===== src/rtl/mem_stage_lsu.sv =====
// ---------------------------------------------------------------------------
// mem_stage_lsu
//
// Memory-access pipeline stage with a registered load/store unit. Sits between
// execute and writeback. One operation is accepted per upstream handshake; a
// memory operation is issued on a request/response data bus (held stable until
// the response arrives), sub-word loads are aligned and sign/zero-extended, and
// the result is held in OUT until writeback takes it.
//
// Build option:
//   LSU_MISALIGN_TRAP_EN  defined   -> misaligned or illegal-size accesses skip
//                                      the bus, go straight to OUT with
//                                      out_misaligned = 1 and out_regwrite = 0.
//                         undefined -> illegal sizes are clamped to XLEN/8
//                                      bytes, the address low bits below the
//                                      access size are cleared, and
//                                      out_misaligned is always 0.
//
// Parameters: XLEN (32 or 64), ADDR_W.
// Ports:
//   clk, reset (async, active-low)
//   upstream  : in_valid/in_ready, in_memread, in_memwrite, in_size,
//               in_unsigned, in_addr, in_wdata, in_result, in_dst,
//               in_regwrite, flush
//   data bus  : dreq_valid, dreq_write, dreq_addr, dreq_strobe, dreq_wdata,
//               dresp_ok, dresp_data
//   downstream: out_valid/out_ready, out_regdata, out_dst, out_regwrite,
//               out_skip, out_addr, out_misaligned
// ---------------------------------------------------------------------------
module mem_stage_lsu #(
    parameter int XLEN   = 64,
    parameter int ADDR_W = 64
) (
    input  logic                clk,
    input  logic                reset,
    input  logic                in_valid,
    output logic                in_ready,
    input  logic                in_memread,
    input  logic                in_memwrite,
    input  logic [1:0]          in_size,
    input  logic                in_unsigned,
    input  logic [ADDR_W-1:0]   in_addr,
    input  logic [XLEN-1:0]     in_wdata,
    input  logic [XLEN-1:0]     in_result,
    input  logic [4:0]          in_dst,
    input  logic                in_regwrite,
    input  logic                flush,
    output logic                dreq_valid,
    output logic                dreq_write,
    output logic [ADDR_W-1:0]   dreq_addr,
    output logic [XLEN/8-1:0]   dreq_strobe,
    output logic [XLEN-1:0]     dreq_wdata,
    input  logic                dresp_ok,
    input  logic [XLEN-1:0]     dresp_data,
    output logic                out_valid,
    input  logic                out_ready,
    output logic [XLEN-1:0]     out_regdata,
    output logic [4:0]          out_dst,
    output logic                out_regwrite,
    output logic                out_skip,
    output logic [ADDR_W-1:0]   out_addr,
    output logic                out_misaligned
);

    localparam int NB    = XLEN / 8;
    localparam int OFF_W = $clog2(NB);

    typedef enum logic [1:0] {
        ST_IDLE = 2'd0,
        ST_BUS  = 2'd1,
        ST_OUT  = 2'd2
    } state_e;

    // Keep the low (8 << size) bits of d, then extend back to XLEN. Shifting
    // the field to the top and back keeps this generic for both XLEN values.
    function automatic logic [XLEN-1:0] extend_load(
        input logic [XLEN-1:0] d,
        input logic [1:0]      size,
        input logic            uns
    );
        logic [XLEN-1:0] up;
        logic [7:0]      sh;
        sh = 8'(XLEN) - (8'd8 << size);
        up = d << sh;
        if (uns) begin
            extend_load = up >> sh;
        end else begin
            extend_load = XLEN'($signed(up) >>> sh);
        end
    endfunction

    state_e              state_q, state_d;
    logic                kill_q, kill_d;
    logic                write_q, write_d;
    logic                load_q, load_d;
    logic                unsigned_q, unsigned_d;
    logic [1:0]          size_q, size_d;
    logic [ADDR_W-1:0]   addr_q, addr_d;
    logic [NB-1:0]       strobe_q, strobe_d;
    logic [XLEN-1:0]     wdata_q, wdata_d;
    logic [XLEN-1:0]     regdata_q, regdata_d;
    logic [4:0]          dst_q, dst_d;
    logic                regwrite_q, regwrite_d;
    logic                skip_q, skip_d;
    logic                mis_q, mis_d;

    logic                accept_s;
    logic                is_mem_s;
    logic                mis_s;
    logic                go_bus_s;
    logic [1:0]          size_eff_s;
    logic [OFF_W-1:0]    lowmask_s;
    logic [ADDR_W-1:0]   addr_eff_s;
    logic [OFF_W-1:0]    off_eff_s;
    logic [NB-1:0]       strobe_base_s;
    logic [NB-1:0]       strobe_s;
    logic [XLEN-1:0]     wdata_s;
    logic [XLEN-1:0]     load_data_s;

    // Upstream handshake: a flush blocks acceptance in every state.
    assign in_ready = !flush && ((state_q == ST_IDLE) ||
                                 ((state_q == ST_OUT) && out_ready));
    assign accept_s = in_valid && in_ready;

    // Decode the incoming operation: effective size, address, misalignment,
    // lane strobes and lane-shifted store data.
    always_comb begin
        is_mem_s = in_memread || in_memwrite;
`ifdef LSU_MISALIGN_TRAP_EN
        size_eff_s = in_size;
        lowmask_s  = ~({OFF_W{1'b1}} << in_size);
        mis_s      = is_mem_s && (((4'd1 << in_size) > 4'(NB)) ||
                                  ((in_addr[OFF_W-1:0] & lowmask_s) != {OFF_W{1'b0}}));
        addr_eff_s = in_addr;
        go_bus_s   = is_mem_s && !mis_s;
`else
        if ((4'd1 << in_size) > 4'(NB)) begin
            size_eff_s = 2'(OFF_W);
        end else begin
            size_eff_s = in_size;
        end
        lowmask_s = ~({OFF_W{1'b1}} << size_eff_s);
        mis_s     = 1'b0;
        // Only memory accesses are force-aligned; pass-through keeps its address.
        if (is_mem_s) begin
            addr_eff_s = in_addr & ~ADDR_W'(lowmask_s);
        end else begin
            addr_eff_s = in_addr;
        end
        go_bus_s = is_mem_s;
`endif
        off_eff_s     = addr_eff_s[OFF_W-1:0];
        strobe_base_s = ~({NB{1'b1}} << (4'd1 << size_eff_s));
        if (in_memwrite) begin
            strobe_s = strobe_base_s << off_eff_s;
        end else begin
            strobe_s = {NB{1'b1}};
        end
        wdata_s = in_wdata << {off_eff_s, 3'b000};
    end

    // Right-justify the response word for the registered lane, then extend.
    assign load_data_s = extend_load(dresp_data >> {addr_q[OFF_W-1:0], 3'b000},
                                     size_q, unsigned_q);

    // Next-state and capture logic for the IDLE/BUS/OUT controller.
    always_comb begin
        state_d    = state_q;
        kill_d     = 1'b0;
        write_d    = write_q;
        load_d     = load_q;
        unsigned_d = unsigned_q;
        size_d     = size_q;
        addr_d     = addr_q;
        strobe_d   = strobe_q;
        wdata_d    = wdata_q;
        regdata_d  = regdata_q;
        dst_d      = dst_q;
        regwrite_d = regwrite_q;
        skip_d     = skip_q;
        mis_d      = mis_q;

        if (accept_s) begin
            write_d    = in_memwrite;
            load_d     = in_memread;
            unsigned_d = in_unsigned;
            size_d     = size_eff_s;
            addr_d     = addr_eff_s;
            strobe_d   = strobe_s;
            wdata_d    = wdata_s;
            regdata_d  = in_result;
            dst_d      = in_dst;
            regwrite_d = in_regwrite && !mis_s;
            skip_d     = is_mem_s;
            mis_d      = mis_s;
        end else begin
            regdata_d = regdata_q;
        end

        case (state_q)
            ST_IDLE: begin
                if (accept_s) begin
                    state_d = go_bus_s ? ST_BUS : ST_OUT;
                end else begin
                    state_d = ST_IDLE;
                end
            end
            ST_BUS: begin
                // The bus transaction always completes; a flush only
                // suppresses the OUT cycle that would follow it.
                if (dresp_ok) begin
                    state_d = (kill_q || flush) ? ST_IDLE : ST_OUT;
                    if (load_q) begin
                        regdata_d = load_data_s;
                    end else begin
                        regdata_d = regdata_q;
                    end
                end else begin
                    kill_d  = kill_q || flush;
                    state_d = ST_BUS;
                end
            end
            ST_OUT: begin
                if (flush) begin
                    state_d = ST_IDLE;
                end else if (out_ready) begin
                    if (accept_s) begin
                        state_d = go_bus_s ? ST_BUS : ST_OUT;
                    end else begin
                        state_d = ST_IDLE;
                    end
                end else begin
                    state_d = ST_OUT;
                end
            end
            default: begin
                state_d = ST_IDLE;
            end
        endcase
    end

    // State and operation registers.
    always_ff @(posedge clk or negedge reset) begin
        if (!reset) begin
            state_q    <= ST_IDLE;
            kill_q     <= 1'b0;
            write_q    <= 1'b0;
            load_q     <= 1'b0;
            unsigned_q <= 1'b0;
            size_q     <= 2'd0;
            addr_q     <= {ADDR_W{1'b0}};
            strobe_q   <= {NB{1'b0}};
            wdata_q    <= {XLEN{1'b0}};
            regdata_q  <= {XLEN{1'b0}};
            dst_q      <= 5'd0;
            regwrite_q <= 1'b0;
            skip_q     <= 1'b0;
            mis_q      <= 1'b0;
        end else begin
            state_q    <= state_d;
            kill_q     <= kill_d;
            write_q    <= write_d;
            load_q     <= load_d;
            unsigned_q <= unsigned_d;
            size_q     <= size_d;
            addr_q     <= addr_d;
            strobe_q   <= strobe_d;
            wdata_q    <= wdata_d;
            regdata_q  <= regdata_d;
            dst_q      <= dst_d;
            regwrite_q <= regwrite_d;
            skip_q     <= skip_d;
            mis_q      <= mis_d;
        end
    end

    assign dreq_valid     = (state_q == ST_BUS);
    assign dreq_write     = (state_q == ST_BUS) && write_q;
    assign dreq_addr      = addr_q;
    assign dreq_strobe    = strobe_q;
    assign dreq_wdata     = wdata_q;
    assign out_valid      = (state_q == ST_OUT);
    assign out_regdata    = regdata_q;
    assign out_dst        = dst_q;
    assign out_regwrite   = regwrite_q;
    assign out_skip       = skip_q;
    assign out_addr       = addr_q;
    assign out_misaligned = mis_q;

endmodule

===== config.mk =====
export PLATFORM = sky130hd
export DESIGN_NAME = mem_stage_lsu
export DESIGN_NICKNAME = d
export VERILOG_FILES = /design/src/rtl/mem_stage_lsu.sv
export SDC_FILE = /design/constraint.sdc
export NUM_CORES = 1
export LEC_CHECK = 0
export CAP_MARGIN = 20
export CORE_AREA = 5 5 212 214
export DETAILED_ROUTE_END_ITERATION = 6
export DIE_AREA = 0 0 217 219
export PLACE_DENSITY = 0.64
export SYNTH_ARGS = -nofsm -noshare
export SYNTH_HDL_FRONTEND = slang
export SYNTH_SLANG_ARGS = --single-unit

===== constraint.sdc =====
create_clock -name clk -period 5.22 [get_ports clk]
set_clock_uncertainty 0.2 [all_clocks]
set_input_delay 0.783 -clock clk [delete_from_list [all_inputs] [get_ports clk]]
set_output_delay 0.783 -clock clk [all_outputs]
set_load 0.02 [all_outputs]

==> results.md, run 1 <==
* Status: finished clean
* Most common cell after layout, fill and taps aside: clkdlybuf4s50_1
* EDFF count, synth at 0
* Final Hold Fails at 0
* RSZ-0062 raised after global routing: no
* First-pass iteration count of the detailed router at 5
* Reg clk slew, reported paths at 0.06 ns
* Crit-path max cell delay at ~0.96 ns
* Layout cell share with drive strength beyond 1 at 0.0982
* Post-route cell area at 0.0191 sq mm
* CTS root buf: clkbuf_16
* Routability cong. at 0.962
* CP Cell Sequence: buf_4 -> clkdlybuf4s50_1
* Peak supply drop at 0.000193 V
* Dpl cell area at 0.0181 sq mm
* Power per Cell Area at 427 mW/mm^2
* Core area at 0.0427 sq mm
* Post-CTS Setup Inserts at 0
* Die Span Y at 219 um
* Hold buffers post-CTS at 0
* CTS tree: done
* Pin count of the biggest net entering global routing at 115
* Initial antenna violation count at 13
* Endpoint type of the worst setup path: output port
* # DRC at 0
* Slowest CP cell: dfrtp_1
* Slew HR at 0.310
* Post-CTS resize count at 0
* Syn-to-layout area delta at 52.2%
* Min Clock Period, post-route at 3.50 ns
* Overflow after GRT at 0
* Highest net fanout along the worst path at 24
* Fmax at ~290 MHz
* Site Rows at 76
* Max-slew violations at 0
* H-Tree Depth at 1
* Buffers plus inverters on the worst setup path at 2
* Sequential area share after synthesis at 0.429
* Clock buffer depth at 3
* CP Class: flop to output port
* Routed Wire Length at 59.3 mm
* Seq cells post-synth at about 220
* Leak at ~8.1 nW
* R2R Setup Slk at 1.75 ns
* Avg Cell Area, Syn at 9.73 sq um
* R2r endpoint: out_regdata[28]$_DFFE_PN0P_
* TritonCTS buffer count at 27
* Antenna viol nets, final at 0
* R2R depth at 6
* Hold Path Class: input pin to async pin
* Worst skew pair latency at 0.55 ns
* Post-Syn Instances at 1289
* Detailed-route wire length per cell at about 26 um
* First-pass GRT wire length at around 85 mm
* 1st-iter DRT viols at 1039
* Synthesized area at 0.0125 sq mm
* Pwr Total at 8.15 mW
* Final Cycle Share at 0.671
* Gr usage total at 0.234
* Ports at 549
* DR vias/cell at 5.46
* Post-synth ARST share at 1.00
* Effective utilization at floorplan at 0.294
* Max-Cap Viols at 0
* Arr. time, crit path at 2.52 ns
* Crit path required time at 4.24 ns
* Die Wd at 217 um
* WHS at 0.0822 ns
* Nets at 2003
* Syn_nets at between 1.5k and 2k
* HPWL Detailed at 45.0 mm
* Worst-margin pin slew at 1.03 ns
* CP top delay family: buffers and inverters
* Setup TNS at 0 ns
* Commonest cells after routing, fill and taps aside: clkdlybuf4s50_1 (546), nand2_1 (311), dfrtp_1 (213)
* Yosys warnings at 0
* Buffers on Ports at 547
* CTS Sinks at 215
* RR Startpoint: dreq_addr[1]$_DFFE_PN0N_
* Die footprint at 0.0475 sq mm
* Vias in the first global route at 12.4k
* Vias at 12.6k
* Top FF cell, synth: dfrtp_1
* Worst Setup Start Kind: flop
* Endpoints failing setup at 0
* Post-layout util at 0.447
* Post-synth cell types at 62
power breakdown:
part,internal [mW],total (mW),switching (mW)
Combinational,1.64,3.58,1.94
Sequential,2.10,2.53,0.426
Clock,1.26,2.04,0.780
Total,5.00,8.15,3.15
worst max path at each step:
| stage | startpoint | endpoint | slack [ns] | cells past startpoint |
|---|---|---|---|---|
| CTS | dreq_addr[2]$_DFFE_PN0N_ | out_addr[2] | 1.73 | 2 |
| detailed placement | in_memwrite | dreq_wdata[45]$_DFFE_PN0N_ | 1.20 | 6 |
| global placement | in_memwrite | dreq_wdata[45]$_DFFE_PN0N_ | 1.28 | 6 |
| global route | dreq_addr[1]$_DFFE_PN0N_ | out_regdata[28]$_DFFE_PN0P_ | 1.61 | 6 |
| finish | dreq_addr[2]$_DFFE_PN0N_ | out_addr[2] | 1.72 | 2 |
| floorplan | in_addr[1] | dreq_wdata[63]$_DFFE_PN0N_ | 2.42 | 7 |
registers in the layout (all words and copies together), names as in the netlist:
signal        flops
out_skip          1
dreq_addr        64
dreq_strobe       8
dreq_wdata       64
unsigned_q        1
out_dst           5
kill_q            1
size_q            2
state_q           2
out_regdata      64
load_q            1
write_q           1
out_regwrite      1
layer usage:
metal	GRT usage	wire, um	vias up
met5	0	13	-
met4	0.101	2700	2
met3	0.0719	5870	129
met2	0.375	27900	677
met1	0.292	22800	6242
li1	-	-	5549
metrics by stage:
stage | std cells | worst slack [ns]
5_1_grt | 2309 | 1.61
4_1_cts | 2295 | 1.73
3_5_place_dp | 2245 | 1.20
3_3_place_gp | 2244 | 1.28
6_report | 2309 | 1.72
2_1_floorplan | 1289 | 2.42
cells in the mapped netlist (3+ instances only):
cell       number  area share
nand2_1       312       0.093
dfrtp_1       215        0.43
mux2i_1        70       0.056
buf_4          65       0.039
nor2_1         63       0.019
clkbuf_1       60       0.018
mux4_2         52       0.093
a22oi_1        48       0.029
o21ai_0        48       0.019
a21oi_1        44       0.018
mux2_2         30       0.027
buf_2          28       0.011
a22o_1         27       0.019
o22ai_1        24       0.012
a221oi_1       23       0.016
nand3_1        21      0.0084
o211ai_1       16      0.0096
a211oi_1       15      0.0090
a32oi_1        15       0.010
nor2b_1        14      0.0070
a21o_1         12      0.0072
inv_1          10      0.0030
buf_1           9      0.0027
a31oi_1         8      0.0040
a222oi_1        4      0.0032
nor3_1          4      0.0016
o21a_1          4      0.0024
o221ai_1        4      0.0028
o2bb2ai_1       4      0.0028
or4_1           4      0.0024
nand2b_1        3      0.0015
kinds of logic (layout without fill, tap and decap cells):
| logic type | Yosys count | count (layout) | synth area share |
|---|---|---|---|
| AO/OA/AOI/OAI | 314 | 314 | 0.178 |
| buffers and inverters | 175 | 637 | 0.0753 |
| flip-flops | 215 | 215 | 0.429 |
| multiplexers | 153 | 153 | 0.178 |
| other | 1 | 13 | 0.000299 |
| AND/OR/NAND/NOR | 431 | 431 | 0.140 |
layout make-up:
type                    instances  area (sq um)
multi-input cells             899          6250
inverters                      11          41.3
clock inverters                15           218
repair buffers                576          5740
fillers                      4058         23600
well taps                     546           683
clock buffers                  35           746
flip-flops and latches        215          5390
diodes                         12          30.0
(Power assumes the default switching activity.)
==> inputs of run 2 (changes only) <==
==> constraint.sdc (replaced) <==
create_clock -name clk -period 3.3 [get_ports clk]
set_clock_uncertainty 0.2 [all_clocks]
set_input_delay 0.495 -clock clk [delete_from_list [all_inputs] [get_ports clk]]
set_output_delay 0.495 -clock clk [all_outputs]
set_load 0.02 [all_outputs]
==> results.md, run 2 (synthesis results as in run 1) <==
* Peak supply drop at 0.000318 V
* Share of power burned in registers at 0.308
* Switching power at 5.04 mW
* RSZ-0062 raised after global routing: no
* Slowest CP cell: dfrtp_2
* TritonCTS buffer count at 27
* Fillers at 4021
* Post-route cell area at 0.0194 sq mm
* Post-Place Setup Slack at 0.240 ns
* Reg clk slew, reported paths at ~0.060 ns
* Antenna viol nets, final at 0
* Endpoint type of the worst setup path: output port
* Setup TNS at 0 ns
* Hold Path Class: input pin to flop
* Arr. time, crit path at roughly 2.4 ns
* Vias at 12.9k
* CP top delay family: buffers and inverters
* Ports at around 550
* CP Class: flop to output port
* Post-route insts no fill at 2340
* Buffers on Ports at 547
* # DRC at 0
* Clk pwr share at 0.243
* Syn-to-layout area delta at 54.5%
* 1st-iter DRT viols at 1541
* Initial antenna violation count at 8
* Max-Cap Viols at 0
* Endpoints failing setup at 0
* Site Rows at 76
* Die Span Y at about 220 um
* Buffers plus inverters on the worst setup path at 2
* Worst-margin pin slew at 0.861 ns
* Crit-path max cell delay at between 0.7 and 0.8 ns
* DR vias/cell at 5.50
* Layout cell share with drive strength beyond 1 at 0.115
* Post-layout util at 0.454
* Switch share at 0.391
* Gr usage total at 0.240
* Clock buffer depth at 3
* Core area at 0.0427 sq mm
* Leak at a little over 8 nW
* Status: finished clean
* Worst skew pair latency at 0.56 ns
* Slew HR at 0.424
* Detailed-route wire length per cell at 25.9 um
* First-pass GRT wire length at around 87 mm
* Die footprint at roughly 0.048 sq mm
* Final Cycle Share at 0.938
* H-Tree Depth at 1
* Power per Cell Area at 665 mW/mm^2
* Nets at 2037
* CTS Sinks at 215
* Worst Setup Start Kind: flop
* Fmax at 323 MHz
* Highest net fanout along the worst path at 29
* Most common cell after layout, fill and taps aside: clkdlybuf4s50_1
* First-pass iteration count of the detailed router at 7
* Routed Wire Length at 60.5 mm
* Max-slew violations at 0
* Overflow after GRT at 0
* Dpl cell area at between 0.015 and 0.02 sq mm
* Routability cong. at 0.959
* Final Worst Setup Slack at 0.203 ns
* Vias in the first global route at 12.9k
* Final Hold Fails at 0
* Effective utilization at floorplan at 0.294
* Pin count of the biggest net entering global routing at 86
* CP Cell Sequence: buf_4 -> clkdlybuf4s50_1
* Cell Int Power at between 7 and 8 mW
* CTS tree: done
* CTS root buf: clkbuf_16
* Multi-input combinational cell area at between 0.006 and 0.007 sq mm
* Placed Cells incl. Taps at about 2.3k
* Min Clock Period, post-route at slightly above 3 ns
* Commonest cells after routing, fill and taps aside: clkdlybuf4s50_1 (546), nand2_1 (311), dfrtp_1 (213)
* Post-CTS Setup Inserts at 0
* Sequential Area at 0.00539 sq mm
* HPWL Detailed at roughly 47 mm
* Comb power frac at 0.449
* Die Wd at 217 um
* Crit path required time at ~2.6 ns
==> run 2: cell count changes in the layout (fill, tap and decap cells not counted), sizes merged <==
cell and delta:
bufinv -2, clkinvlp +1, inv -2, dlygate4sd3 +1
clkbuf +3, clkinv +1, buf +32, diode -3
==> run 2: timing repair <==
item	CTS	global route
hold buffers	1	0
resized for setup	0	0
hold endpoints to repair	69	0
endpoints found under the setup margin	0	0
==> run 2: power groups by stage <==
stage                     registers, mW  logic (mW)  clock network (mW)
final                              3.97        5.79                3.13
after floorplan                    4.62        2.21                   0
after global placement             3.99        5.73                   0
after CTS                          3.97        5.80                3.20
after detailed placement           4.00        5.78                   0
after global routing               4.05        6.08                3.32
==> run 2: layer usage <==
layer	GRT usage	routed length [um]	vias up
met5	0	0	-
met4	0.0803	2070	0
met3	0.0548	5580	121
met2	0.399	29000	725
met1	0.310	23900	6414
li1	-	-	5605
==> run 2: final cells by class <==
type / count / share of cell area
flip-flops and latches: 215 / 0.278
inverters: 11 / 0.00213
multi-input cells: 899 / 0.323
clock buffers: 37 / 0.0399
repair buffers: 610 / 0.313
clock inverters: 13 / 0.00788
diodes: 9 / 0.00116
well taps: 546 / 0.0353
==> run 2: path summary, 6_finish.rpt <==
| check | slack (ns) | start | to | cells after the start |
|---|---|---|---|---|
| max in group asynchronous | 1.74 | reset | dreq_strobe[6]$_DFFE_PN0N_ | 3 |
| min in group asynchronous | 0.28 | reset | out_regdata[26]$_DFFE_PN0P_ | 2 |
| worst min-delay path | 0.26 | in_addr[38] | dreq_addr[38]$_DFFE_PN0N_ | 3 |
| worst max-delay path | 0.20 | dreq_addr[1]$_DFFE_PN0N_ | dreq_addr[1] | 2 |
| worst min register to register | 0.27 | dreq_wdata[63]$_DFFE_PN0N_ | dreq_wdata[63]$_DFFE_PN0N_ | 2 |
| worst max register to register | 0.35 | dreq_addr[0]$_DFFE_PN0N_ | out_regdata[44]$_DFFE_PN0P_ | 6 |
==> run 2: per-stage QoR <==
| stage | hold WS, ns | total power, mW |
|---|---|---|
| 2_1_floorplan | -0.000591 | 6.83 |
| 3_3_place_gp | 0.253 | 9.72 |
| 3_5_place_dp | 0.260 | 9.77 |
| 4_1_cts | 0.234 | 13.0 |
| 5_1_grt | 0.255 | 13.4 |
| 6_report | 0.263 | 12.9 |
==> run 2: worst reg2reg max path, cell delays in order, from the launching register on <==
cell      delay [ns]
dfrtp_4         0.68
mux4_2          0.61
mux2i_4         0.27
nor2_2          0.15
o311ai_1        0.59
buf_4           0.23
o211ai_1        0.08
